`src/rtl/reg_serializer.sv`:
```
// Parallel-to-serial unloader: loads one WIDTH-bit word and streams it out
// bit by bit over a valid/ready link, with busy while shifting and a done pulse.
module reg_serializer #(
   parameter int unsigned WIDTH     = 8,
   parameter bit          MSB_FIRST = 1'b0
) (
   input  logic             clk,
   input  logic             reset,
   input  logic             in_valid,
   output logic             in_ready,
   input  logic [WIDTH-1:0] in_data,
   output logic             out_valid,
   input  logic             out_ready,
   output logic             out_bit,
   output logic             out_last,
   output logic             busy,
   output logic             done
);

   localparam int unsigned    CNT_W    = (WIDTH > 1) ? $clog2(WIDTH) : 1;
   localparam logic [CNT_W-1:0] CNT_LAST = CNT_W'(WIDTH - 1);

   typedef enum logic {
      IDLE  = 1'b0,
      SHIFT = 1'b1
   } state_t;

   state_t             state_q, state_d;
   logic [WIDTH-1:0]   sreg_q, sreg_d;
   logic [CNT_W-1:0]   cnt_q, cnt_d;
   logic               done_q, done_d;
   logic               at_last;

   // Next-state: load in IDLE, shift or finish on each accepted bit in SHIFT
   always_comb begin
      state_d = state_q;
      sreg_d  = sreg_q;
      cnt_d   = cnt_q;
      done_d  = 1'b0;
      at_last = (cnt_q == CNT_LAST);
      case (state_q)
         IDLE: begin
            if (in_valid) begin
               sreg_d  = in_data;
               cnt_d   = '0;
               state_d = SHIFT;
            end
         end
         SHIFT: begin
            if (out_ready) begin
               if (at_last) begin
                  state_d = IDLE;
                  done_d  = 1'b1;
               end else begin
                  sreg_d = MSB_FIRST ? (sreg_q << 1) : (sreg_q >> 1);
                  cnt_d  = cnt_q + CNT_W'(1);
               end
            end
         end
         default: state_d = IDLE;
      endcase
   end

   always_ff @(posedge clk) begin
      if (reset) begin
         state_q <= IDLE;
         sreg_q  <= '0;
         cnt_q   <= '0;
         done_q  <= 1'b0;
      end else begin
         state_q <= state_d;
         sreg_q  <= sreg_d;
         cnt_q   <= cnt_d;
         done_q  <= done_d;
      end
   end

   // Outputs are forced quiet while reset is held, even mid-word
   assign busy      = (state_q == SHIFT) && !reset;
   assign in_ready  = (state_q == IDLE) && !reset;
   assign out_valid = busy;
   assign out_bit   = busy && (MSB_FIRST ? sreg_q[WIDTH-1] : sreg_q[0]);
   assign out_last  = busy && (cnt_q == CNT_LAST);
   assign done      = done_q && !reset;

endmodule

```
`config.mk`:
```
export PLATFORM = sky130hd
export DESIGN_NAME = reg_serializer
export DESIGN_NICKNAME = d
export VERILOG_FILES = /design/src/rtl/reg_serializer.sv
export SDC_FILE = /design/constraint.sdc
export NUM_CORES = 1
export LEC_CHECK = 0
export ABC_AREA = 1
export CAP_MARGIN = 20
export CORE_MARGIN = 3
export CORE_UTILIZATION = 50
export DETAILED_ROUTE_END_ITERATION = 16
export HOLD_SLACK_MARGIN = 0.1
export PLACE_DENSITY = 0.82
export SLEW_MARGIN = 25
export SYNTH_ARGS = -nofsm -noshare
export SYNTH_HDL_FRONTEND = slang
export SYNTH_SLANG_ARGS = --single-unit
```
`constraint.sdc`:
```
create_clock -name clk -period 3.4 [get_ports clk]
set_input_delay 0.68 -clock clk [delete_from_list [all_inputs] [get_ports clk]]
set_output_delay 0.68 -clock clk [all_outputs]
set_load 0.005 [all_outputs]
```
==> impl_metrics.toml <==
[pwr]
powerDensity_mw_per_mm2 = 402.1
p_leak_nw = 0.4227
vdd_drop_max_mv = 0.2933

[setup_path]
cp.required_ps = 2720
worstSetupEndpointType = "output pin"
crit_fanout = 11
critical-path-max-stage-delay_ps = 510
worst_r2r_startpoint = "cnt_q[0]"
path_class = "in2out"
critPathLaunch = "reset"
path_cells = "clkdlybuf4s50_1 -> inv_1 -> nand2_1 -> inv_1 -> clkdlybuf4s50_1"
worstSetupStartpointType = "input port"
crit_arrival_ps = 2250
crit_slowest_cell = "clkdlybuf4s50_1"

[synth]
synth_area_per_cell_um2 = 6.525
synthCells = 107
yosysSeqAreaShare = 0.3728
ys_warn_count = 0
netlist.area_leader.share = 0.3728
synth-seq-cells = 13
syn_nets = 121
synth_area_leaders = "dfxtp_1, nand2_1, a21oi_1"
yosysTopAreaCell = "dfxtp_1"
netlist_area_um2 = 698.2
ys_types = 16

[cts]
cts_num_sinks = 13
cts_made_buffers = 3
cts_tree = "built"
clockRootBuffer = "clkbuf_4"
cts_resized = 0
htreeDepth = 1
clockBufferDepth = 2
cts_setup_buffers = 0
path_clk_slew_ps = 80
insertion_delay_ps = 270
postCtsHoldBufs = 0

[floorplanning]
die_x_um = 43.37
start_util = 0.5813
core_mm2 = 0.001201
io_pins = 18
dieArea_mm2 = 0.001881
fp.dieH_um = 43.37
rows = 12

[global_routing]
met2_usage = 0.2861
grt_max_degree = 19
grt_busiest_layer = "met2"
use_met3 = 0.02490
antenna_found_initial = 0
grt_pass1_wl_um = 2387
grt-ovfl-total = 0
grt_pass1_vias = 600
gr-usage-met1 = 0.2071
grt.total_usage = 0.1674

[sta]
finClkSkew_ps = 2.477
finalCritPeriodShare = 0.8614
hold_viol = 0
fin_crit_ps = 2929
maxSlewHeadroom = 0.6946
drv_slew = 0
rsz0062_at_grt = "false"
fin_tns_setup_ps = 0
fmax_mhz = 341.5
setup_viol = 0
tightest_slew_ps = 457.5

[final_layout]
multi_input_area_um2 = 349.1
num-fill-cells = 114
drive_gt1_frac = 0.04878
n_antenna_cell = 0
final_area_um2 = 875.8
regArea_um2 = 260.3
nets = 138
area_growth_pct = 25.45

[detailed_routing]
first_pass_iters = 4
viasPerCell = 4.861
wire_per_inst_um = 10.15
via_count = 666
drc = 0
antenna_left = 0
wl_um = 1390
drtIter0Drc = 17

[run_status]
outcome = "finished clean"

[place]
gp_congestion = 0.8150
place_area_um2 = 849.6
io_buffers = 17
dp_hpwl_um = 1022

[flow_run]
cap_violations = 0

[hold_path]
hold_path.class = "reg2reg"
hp-start = "cnt_q[0]"
[stage by stage]
| step | hold slack [ps] | cells | power, mW | utilization | setup WS, ps |
|---|---|---|---|---|---|
| after detailed placement | 456.8 | 133 | 0.2607 | 0.7073 | 470.6 |
| after floorplan | 431.1 | 107 | 0.2349 | - | 1708 |
| after global placement | 455.4 | 133 | 0.2589 | 0.7073 | 520.9 |
| after global routing | 507.2 | 137 | 0.3755 | 0.7292 | 371.6 |
| final | 477.3 | 137 | 0.3521 | 0.7292 | 471.4 |
| after CTS | 480.6 | 137 | 0.3561 | 0.7292 | 468.4 |
[worst max-delay path, delay by kind of cell]
family / cells / cell delay (ps)
buffers and inverters: 4 / 1410
AND/OR/NAND/NOR: 1 / 160
[cell families after synthesis]
logic type | Yosys count | synth area share
simple gates | 62 | 0.3835
buf+inv | 19 | 0.1272
compound gates | 11 | 0.08065
fa+ha+maj | 2 | 0.03584
flops | 13 | 0.3728
[cell usage in the layout, fill, tap and decap left out]
master / count
clkdlybuf4s50_1: 17
ha_1: 2
nand3_2: 1
clkbuf_1: 1
nand2_1: 36
clkbuf_4: 3
nand4_1: 2
inv_1: 13
a21oi_1: 10
o22ai_1: 1
nor2_1: 11
dfxtp_1: 13
nor3b_1: 1
nand2_4: 1
inv_2: 1
nand3_1: 10
[metal layers]
metal | up-vias | share of wire
li1 | 370 | -
met1 | 279 | 0.47
met2 | 15 | 0.48
met3 | 2 | 0.045
met4 | 0 | 0.0065
met5 | - | 0
[power breakdown]
part / switching, mW / leakage, nW / internal [mW]
Combinational: 0.0429 / 0.301 / 0.0378
Sequential: 0.0107 / 0.107 / 0.166
Clock: 0.0496 / 0.0150 / 0.0454
[path summary, 6_finish.rpt]
check	to	slack, ps	depth (start not counted)
hold reg to reg	cnt_q[0]	480	1
hold / removal	cnt_q[0]	480	1
setup reg to reg	cnt_q[0]	1770	7
setup / recovery	busy	470	5
[final cells by class]
| type | instances | share of cell area |
|---|---|---|
| Clock buffer | 4 | 0.03000 |
| Inverter | 14 | 0.06000 |
| Multi-Input combinational cell | 75 | 0.3986 |
| Sequential cell | 13 | 0.2971 |
| Tap cell | 14 | 0.02000 |
| Timing Repair Buffer | 17 | 0.1943 |
[cells in the mapped netlist]
cell / n
nand3_1: 10
nor3b_1: 1
buf_4: 2
dfxtp_1: 13
nand3_2: 1
buf_6: 1
ha_1: 2
nand4_1: 2
inv_1: 13
a21oi_1: 10
nor2_1: 11
nand2_4: 1
nand2_1: 36
buf_2: 2
o22ai_1: 1
inv_2: 1
[registers in the layout, summed over array words and instances, names as in the netlist]
name and count:
sreg_q 8, cnt_q 3, done_q 1, state_q 1
Note: power is estimated with default switching activity, not from simulation.
